$ cat src/rtl/buffer_reader.sv
// Read-side consumer of the shared data buffer: pops one word, converts it to
// five BCD digits with a sequential double-dabble and shows it for a number of ticks.
module buffer_reader #(
    parameter int DWELL_TICKS = 1,
    parameter int CNT_W       = 8
) (
    input  logic        clk,
    input  logic        rst,
    input  logic        tick,
    input  logic        fifo_empty,
    input  logic [15:0] fifo_dout,
    output logic        fifo_rd_en,
    output logic [15:0] data_2,
    output logic [19:0] bcd,
    output logic        data_2_valid,
    output logic        busy
);

    typedef enum logic [2:0] {
        IDLE,
        RD,
        CAP,
        CONV,
        SHOW
    } state_t;

    localparam logic [CNT_W-1:0] DWELL_LAST = CNT_W'(DWELL_TICKS - 1);

    state_t            state;
    state_t            state_next;
    logic [35:0]       shift_q;
    logic [35:0]       shift_adj;
    logic [35:0]       shift_conv;
    logic [15:0]       word_q;
    logic [3:0]        iter_q;
    logic [CNT_W-1:0]  dwell_q;
    logic              conv_last;
    logic              dwell_done;

    assign conv_last  = (iter_q == 4'd15);
    assign dwell_done = tick && (dwell_q == DWELL_LAST);

    // Double-dabble step: correct every BCD nibble that would overflow on the shift.
    always_comb begin
        shift_adj = shift_q;
        for (int k = 0; k < 5; k++) begin
            if (shift_q[16 + 4*k +: 4] >= 4'd5) begin
                shift_adj[16 + 4*k +: 4] = shift_q[16 + 4*k +: 4] + 4'd3;
            end
        end
    end

    assign shift_conv = shift_adj << 1;

    always_ff @(posedge clk or posedge rst) begin
        if (rst) begin
            state <= IDLE;
        end else begin
            state <= state_next;
        end
    end

    always_comb begin
        state_next   = state;
        fifo_rd_en   = 1'b0;
        data_2_valid = 1'b0;
        busy         = 1'b1;
        unique case (state)
            IDLE: begin
                busy = 1'b0;
                if (!fifo_empty) begin
                    state_next = RD;
                end
            end
            RD: begin
                fifo_rd_en = 1'b1;
                state_next = CAP;
            end
            CAP: begin
                state_next = CONV;
            end
            CONV: begin
                if (conv_last) begin
                    state_next = SHOW;
                end
            end
            SHOW: begin
                data_2_valid = 1'b1;
                // Going straight back to RD avoids an IDLE bubble between words.
                if (dwell_done) begin
                    state_next = fifo_empty ? IDLE : RD;
                end
            end
            default: begin
                state_next = IDLE;
            end
        endcase
    end

    // The last conversion step also publishes the result, so bcd and data_2
    // always change together on the SHOW entry edge and hold afterwards.
    always_ff @(posedge clk or posedge rst) begin
        if (rst) begin
            shift_q <= '0;
            word_q  <= '0;
            iter_q  <= '0;
            dwell_q <= '0;
            data_2  <= '0;
            bcd     <= '0;
        end else begin
            unique case (state)
                CAP: begin
                    shift_q <= {20'd0, fifo_dout};
                    word_q  <= fifo_dout;
                    iter_q  <= '0;
                end
                CONV: begin
                    shift_q <= shift_conv;
                    iter_q  <= iter_q + 4'd1;
                    if (conv_last) begin
                        bcd     <= shift_conv[35:16];
                        data_2  <= word_q;
                        dwell_q <= '0;
                    end
                end
                SHOW: begin
                    if (tick) begin
                        dwell_q <= dwell_q + CNT_W'(1);
                    end
                end
                default: begin
                end
            endcase
        end
    end

endmodule

$ cat config.mk
export PLATFORM = sky130hd
export DESIGN_NAME = buffer_reader
export DESIGN_NICKNAME = d
export VERILOG_FILES = /design/src/rtl/buffer_reader.sv
export SDC_FILE = /design/constraint.sdc
export NUM_CORES = 1
export LEC_CHECK = 0
export ABC_CLOCK_PERIOD_IN_PS = 10800
export CAP_MARGIN = 40
export CORE_UTILIZATION = 45
export DETAILED_ROUTE_END_ITERATION = 10
export GPL_ROUTABILITY_DRIVEN = 1
export PLACE_DENSITY = 0.77
export SLEW_MARGIN = 10
export SYNTH_ARGS = -nofsm -noshare
export SYNTH_HDL_FRONTEND = slang
export SYNTH_SLANG_ARGS = --single-unit
$ cat constraint.sdc
create_clock -name clk -period 10.8 [get_ports clk]
set_input_delay 2.16 -clock clk [delete_from_list [all_inputs] [get_ports clk]]
set_output_delay 2.16 -clock clk [all_outputs]
set_load 0.03 [all_outputs]
==> summary.md, run 1 <==
| Metric | Value |
|---|---|
| Critical Path AT | `2180 ps` |
| Mean post-synth cell area | `11.25 µm²` |
| Static leakage | `0.002619 µW` |
| Fraction of layout cells with a size suffix above 1 | `around an eighth` |
| Initial DRC count | `129` |
| VDD IR max | `0.0001277 V` |
| Setup ws final | `6464 ps` |
| Period utilization | `40.14%` |
| Post-Synth Adder-Cell Area | `under 10%` |
| Routed Wire Length | `~9 mm` |
| Cell Chain, Critical Path | `buf_4, inv_1, nor3_1, clkdlybuf4s50_1` |
| Met1 usage | `24.75%` |
| Endpoints failing setup | `0` |
| GRT busiest layer | `met2` |
| CP required | `8640 ps` |
| Met3 Use GR | `2.870%` |
| CTS H-tree depth | `3` |
| Count of final hold-check violations | `0` |
| Netlist cell types | `44` |
| Count of pins over their slew limit | `0` |
| Setup TNS | `0 ps` |
| PwrDens | `305.9 nW/µm²` |
| # Post-CTS Setup Buffers | `0` |
| DR pass1 iterations | `4` |
| # rows | `37` |
| CTS tree | `done` |
| CTS Hold Bufs | `0` |
| Status | `finished clean` |
| Syn nets | `455` |
| Cell taking the most area after synthesis | `dfrtp_1` |
| Deepest clock path buffer count | `2` |
| Synth Area in Simple Gates | `14.16%` |
| Cell count after synthesis | `422` |
| GRT Util Overall | `17.84%` |
| Area share of the largest cell type after synthesis | `54.31%` |
| Setup Skew | `14.05 ps` |
| Crit. End Element | `output pin` |
| Post-Synth XOR/XNOR Area | `1.661%` |
| Worst path max stage delay | `690 ps` |
| Startpoint type of the worst setup path | `flop` |
| Clock transition at path regs | `110 ps` |
| WL/cell | `14.67 µm` |
| I/O pins | `between 50 and 60` |
| Final hold slack | `483.5 ps` |
| Global-route wire length before repair | `15.61 mm` |
| Tightest Pin Transition | `725.8 ps` |
| ANT cells | `0` |
| CTS buffer count | `9` |
| Die Span Y | `roughly 100 µm` |
| NumNets Final | `508` |
| Placed Cells | `600` |
| Met2 layer usage reported by global route | `around 28%` |
| Via count | `~3200` |
| Initial core utilization | `46.18%` |
| Prevailing post-synth register cell | `dfrtp_1` |
| Cell at the root of the clock tree | `clkbuf_8` |
| Fillcell total | `~900` |
| Rel. slew slack | `51.61%` |
| Final min period | `4336 ps` |
| Grt ovf | `0` |
| Synth warn | `0` |
| Largest net degree at the start of global routing | `slightly above 60` |
| Post-route ant nets | `0` |
| Non-Filler Instances | `616` |
| FFs w/ async S/R, synth | `100.0%` |
| Hold Path Class | `reg2reg` |
| IO Port Bufs | `58` |
| Hpwl dp | `5.992 mm` |
| Largest family of logic cells by synthesized area | `simple AND/OR/NAND/NOR gates` |
| Detailed-route vias per instance | `5.200` |
| Mux contribution to synthesized area | `11.71%` |
| Crit path kind | `reg2out` |
| Sequential share of the synthesized area | `54.31%` |
| #FFs+latches synth | `103` |
| Vias in the first global route | `~3200` |
| EDFF count, synth | `0` |
| Worst path slowest cell | `clkdlybuf4s50_1` |
| Initial antenna violation count | `0` |
| RSZ-0062 raised after global routing | `false` |
| Die area | `10960 µm²` |
| FMAX | `230.6 MHz` |
| PostCTS Resize Cnt | `0` |
| CORE AREA | `10280 µm²` |
| Compound-gate portion of the synthesized area | `9.834%` |
| Die Wd | `104.7 µm` |
| Residual DRC count | `0` |
| DP Worst Slack | `6833 ps` |
| GP Congestion | `between 0.7 and 0.8` |
| Later-pin clock latency in the skew report | `roughly 370 ps` |
| CP Max Fanout | `30` |
| Sink Count | `103` |
| Synth area leaders | `dfrtp_1 (54%), nand2_1 (6.6%), mux2_4 (4.4%), mux2i_1 (4.4%), o21ai_0 (3.6%)` |
| Area growth syn-to-layout | `17.24%` |
| Max Cap Viol | `0` |
| Post-Syn Area | `4746 µm²` |
kinds of logic (layout without fill, tap and decap cells):
group,Yosys count,in the layout
adders and majority gates,13,13
AOI/OAI and AO/OA,76,76
DFF,103,103
muxes,47,47
xor gates and xnor gates,9,9
and+or+nand+nor,139,139
buffers and inverters,35,93
report_power, final:
group | internal, µW | switching, µW
Combinational | 369 | 424
Clock | 113 | 141
Sequential | 547 | 108
Total | 1030 | 673
synth_stat cells, types with 5 or more instances:
| library cell | instances |
|---|---|
| a31oi_1 | 6 |
| nand2_1 | 83 |
| a21oi_1 | 11 |
| nand3_1 | 10 |
| nor2_1 | 10 |
| xnor2_1 | 5 |
| nand2b_1 | 6 |
| mux2_4 | 14 |
| mux2i_1 | 21 |
| dfrtp_1 | 103 |
| ha_1 | 13 |
| buf_2 | 9 |
| a22o_1 | 17 |
| mux2_2 | 12 |
| or3b_2 | 5 |
| inv_1 | 15 |
| o21ai_0 | 34 |
flip-flops by register name (all words and copies together), names as in the netlist:
| signal | cells |
|---|---|
| bcd | 20 |
| iter_q | 4 |
| shift_q | 36 |
| data_2 | 16 |
| state | 3 |
| word_q | 16 |
| dwell_q | 8 |
critical path: cells and delay by family, from the launching register on:
family	cells	cell delay, ps
and+or+nand+nor	1	210
DFF	1	330
buffers and inverters	3	1270
routing by layer:
layer / share of wire, % / up-vias
li1: - / 1560
met1: 49 / 1574
met3: 2.7 / 11
met4: 1.5 / 0
met5: 0 / -
met2: 47 / 58
per-stage QoR:
stage,power [µW],utilization [%],cell area (µm²)
global route,1825,54.14,5564
detailed placement,1457,52.11,5355
finish,1702,54.14,5564
global placement,1419,52.03,5348
floorplan,1235,-,4746
CTS,1716,54.14,5564
cell usage in the layout, fill, tap and decap left out, types with 3 or more instances in the layout:
cell             netlist  final
buf_4                  4      4
inv_1                 15     14
nor3b_1                4      4
clkdlybuf4s50_1        0     58
nor2_1                10     10
nand3_1               10     10
xnor2_1                5      5
a22o_1                17     17
inv_8                  0      3
mux2i_1               21     21
clkbuf_8               0      9
nand2b_1               6      5
nand2_1               83     83
mux2_2                12     12
a31oi_1                6      6
dfrtp_1              103    103
or3b_2                 5      5
o22ai_1                4      4
mux2_4                14     14
nor3_1                 3      3
xor2_1                 4      4
ha_1                  13     13
a21oi_1               11     11
o21ai_0               34     34
path summary, 6_finish.rpt:
| check | startpoint | to | slack [ps] | depth (start not counted) |
|---|---|---|---|---|
| worst max-delay path | state[0] | fifo_rd_en | 6460 | 4 |
| worst min-delay path | word_q[15] | data_2[15] | 480 | 2 |
| worst max register to register | state[0] | bcd[10] | 8710 | 4 |
| worst min register to register | word_q[15] | data_2[15] | 480 | 2 |
| max in group asynchronous | rst | word_q[13] | 7470 | 3 |
| min in group asynchronous | rst | bcd[5] | 2200 | 2 |
final cells by class:
class	count	area, µm²	area share [%]
multi-input combinational	284	1938	34.83
tap	136	170.2	3.058
clock buffer	9	123.9	2.226
clock inverter	7	85.08	1.529
timing repair buffer	62	610.6	10.97
sequential	103	2577	46.32
inverter	15	58.81	1.057
No activity file was read; power rests on OpenSTA's default activity.
==> inputs of run 2 (changes only) <==
- ABC_CLOCK_PERIOD_IN_PS: 10800 -> 4510
- clock period: 10.8 -> 4.51 ns (I/O delays scaled with it)
==> run 2 against run 1 <==
  * Non-clock buffer count rose by 1
  * Combinational power rose by 140%
  * Critical path type unchanged
  * Hold slack got worse by 4.2 ps
==> summary.md, run 2 (same netlist as run 1, synthesis figures left out) <==
| Metric | Value |
|---|---|
| Max reg flops | `36 (unchanged)` |
| GRT Util Overall | `18.41% (+0.56 points)` |
| Max Cap Viol | `0 (unchanged)` |
| Routed Wire Length | `9.326 mm (+3.2%)` |
| CORE AREA | `10280 µm² (unchanged)` |
| Tightest Pin Transition | `575.8 ps (-150.0 ps)` |
| Sw Share | `39.30% (-0.24 points)` |
| Initial antenna violation count | `0 (unchanged)` |
| Detailed-route vias per instance | `5.272 (+1.4%)` |
| Static leakage | `0.002627 µW (+0.29%)` |
| Met2 layer usage reported by global route | `29.90% (+1.8 points)` |
| Die area | `10960 µm² (unchanged)` |
| # Post-CTS Setup Buffers | `0 (unchanged)` |
| Vias in the first global route | `3354 (+4.9%)` |
| CP required | `3610 ps (-5030 ps)` |
| VDD IR max | `0.0003123 V (+140%)` |
| Largest net degree at the start of global routing | `50 (-18%)` |
| Most flop-heavy register | `shift_q` |
| WL/cell | `15.12 µm (+3.0%)` |
| CP Max Fanout | `8 (-73%)` |
| Initial core utilization | `46.18% (unchanged)` |
| IO Port Bufs | `58 (unchanged)` |
| Setup Skew | `11.24 ps (-2.815 ps)` |
| Crit path kind | `reg2out` |
| Deepest clock path buffer count | `2 (unchanged)` |
| Later-pin clock latency in the skew report | `370 ps (about the same)` |
| Final min period | `between 2000 and 3000 ps` |
| I/O pins | `59 (unchanged)` |
| Global-route wire length before repair | `16.08 mm (+3.0%)` |
| Internal power | `2473 µW (+140%)` |
| Grt ovf | `0 (unchanged)` |
| Switching Power | `1602 µW (+140%)` |
| ANT cells | `0 (unchanged)` |
| Rel. slew slack | `61.61% (+10 points)` |
| Period utilization | `61.46%` |
| Post-route ant nets | `0 (unchanged)` |
| Clk network pwr share | `14.8% (about the same)` |
| Residual DRC count | `0 (unchanged)` |
| Endpoints failing setup | `0 (unchanged)` |
| FMAX | `360.8 MHz` |
| Count of pins over their slew limit | `0 (unchanged)` |
| Met3 Use GR | `3.556% (+0.69 points)` |
| Leading cell type in the layout, fill and taps excluded | `dfrtp_1` |
| Critical Path AT | `1870 ps (-310 ps)` |
| Final hold slack | `479.3 ps (-4.185 ps)` |
| Met1 usage | `24.49% (-0.27 points)` |
| Sink Count | `103 (unchanged)` |
| Cell at the root of the clock tree | `clkbuf_8` |
| PwrDens | `729.3 nW/µm² (+140%)` |
| PostCTS Resize Cnt | `0 (unchanged)` |
| CTS Hold Bufs | `0 (unchanged)` |
| RSZ-0062 raised after global routing | `false` |
| Crit. End Element | `output pin` |
| GP Congestion | `0.7501 (+0.51%)` |
| Initial DRC count | `147 (+14%)` |
| HP Start | `word_q[15]` |
| Critical Path Source | `state[1]` |
| GRT busiest layer | `met2` |
| Setup TNS | `0 ps (unchanged)` |
| Count of final hold-check violations | `0 (unchanged)` |
| CTS tree | `done` |
| Placed Cells | `601 (+0.17%)` |
| Startpoint type of the worst setup path | `flop` |
| Area growth syn-to-layout | `17.74%` |
| Via count | `3253 (+1.6%)` |
| # rows | `37 (unchanged)` |
| Clock transition at path regs | `100 ps (about the same)` |
| Sequential share of power | `38.7% (+0.2 points)` |
| Hold Path Class | `reg2reg` |
| Most frequent cells in the layout | `dfrtp_1 (103), nand2_1 (83), clkdlybuf4s50_1 (58)` |
| Fraction of layout cells with a size suffix above 1 | `12.68% (-0.026 points)` |
| Reg2reg start | `state[2]` |
| Status | `finished clean` |
| Total power | `4075 µW (+140%)` |
| Biggest regs | `shift_q x36, bcd x20` |
| CTS H-tree depth | `3 (unchanged)` |
| CTS buffer count | `9 (unchanged)` |
| Non-Filler Instances | `617 (+0.16%)` |
| Die Wd | `104.7 µm (unchanged)` |
| DR pass1 iterations | `4 (unchanged)` |
| Logic pwr share | `46.5% (about the same)` |
| Die Span Y | `104.7 µm (unchanged)` |
| Hpwl dp | `6.305 mm (+5.2%)` |
| NumNets Final | `509 (+0.20%)` |
| Fillcell total | `903 (+1.6%)` |
[run 2: cell count changes in the layout (fill, tap and decap cells not counted), sizes merged]
cell	change
buf	+1
clkbuf	+2
inv	-2
[run 2: routing by layer]
| layer | routed length [µm] | part of all wire (%) | up-vias |
|---|---|---|---|
| met5 | 0 | 0 | - |
| met4 | 137 | 1.5 | 0 |
| met3 | 308 | 3.3 | 10 |
| met2 | 4501 | 48 | 68 |
| met1 | 4378 | 47 | 1613 |
| li1 | - | - | 1562 |
[run 2: critical path, stage by stage, from the launching register on]
cell and delay [ps]:
dfrtp_1 470, nor2_1 210, and2_1 170, clkdlybuf4s50_1 670
[run 2: final timing paths]
kind / end / slack (ps) / depth (start not counted)
max: data_2_valid / 1740 / 3
min: data_2[15] / 480 / 2
max reg2reg: word_q[13] / 2350 / 4
min reg2reg: data_2[15] / 480 / 2
max in group asynchronous: state[0] / 2960 / 3
min in group asynchronous: bcd[6] / 870 / 2
[run 2: through the flow]
| stage | worst slack [ps] | utilization (%) | cell area, µm² |
|---|---|---|---|
| 2_1_floorplan | 904.2 | - | 4746 |
| 6_report | 1738 | 54.37 | 5588 |
| 3_3_place_gp | 2048 | 52.11 | 5355 |
| 4_1_cts | 1718 | 54.37 | 5588 |
| 5_1_grt | 1631 | 54.37 | 5588 |
| 3_5_place_dp | 2133 | 52.37 | 5383 |
[run 2: power by group through the flow]
stage | sequential [µW] | combinational (µW) | clock [µW]
final | 1580 | 1890 | 602
after global routing | 1630 | 2080 | 654
after global placement | 1570 | 1840 | 0
after detailed placement | 1590 | 1910 | 0
after floorplan | 1780 | 1180 | 0
after CTS | 1580 | 1920 | 615
[run 2: cell type report]
cell class | count | area [µm²] | share of cell area, %
timing repair buffer | 63 | 638.1 | 11.42
clock inverter | 5 | 63.81 | 1.142
tap | 136 | 170.2 | 3.045
clock buffer | 11 | 141.4 | 2.530
multi-input combinational | 284 | 1938 | 34.68
inverter | 15 | 58.81 | 1.052
sequential | 103 | 2577 | 46.13
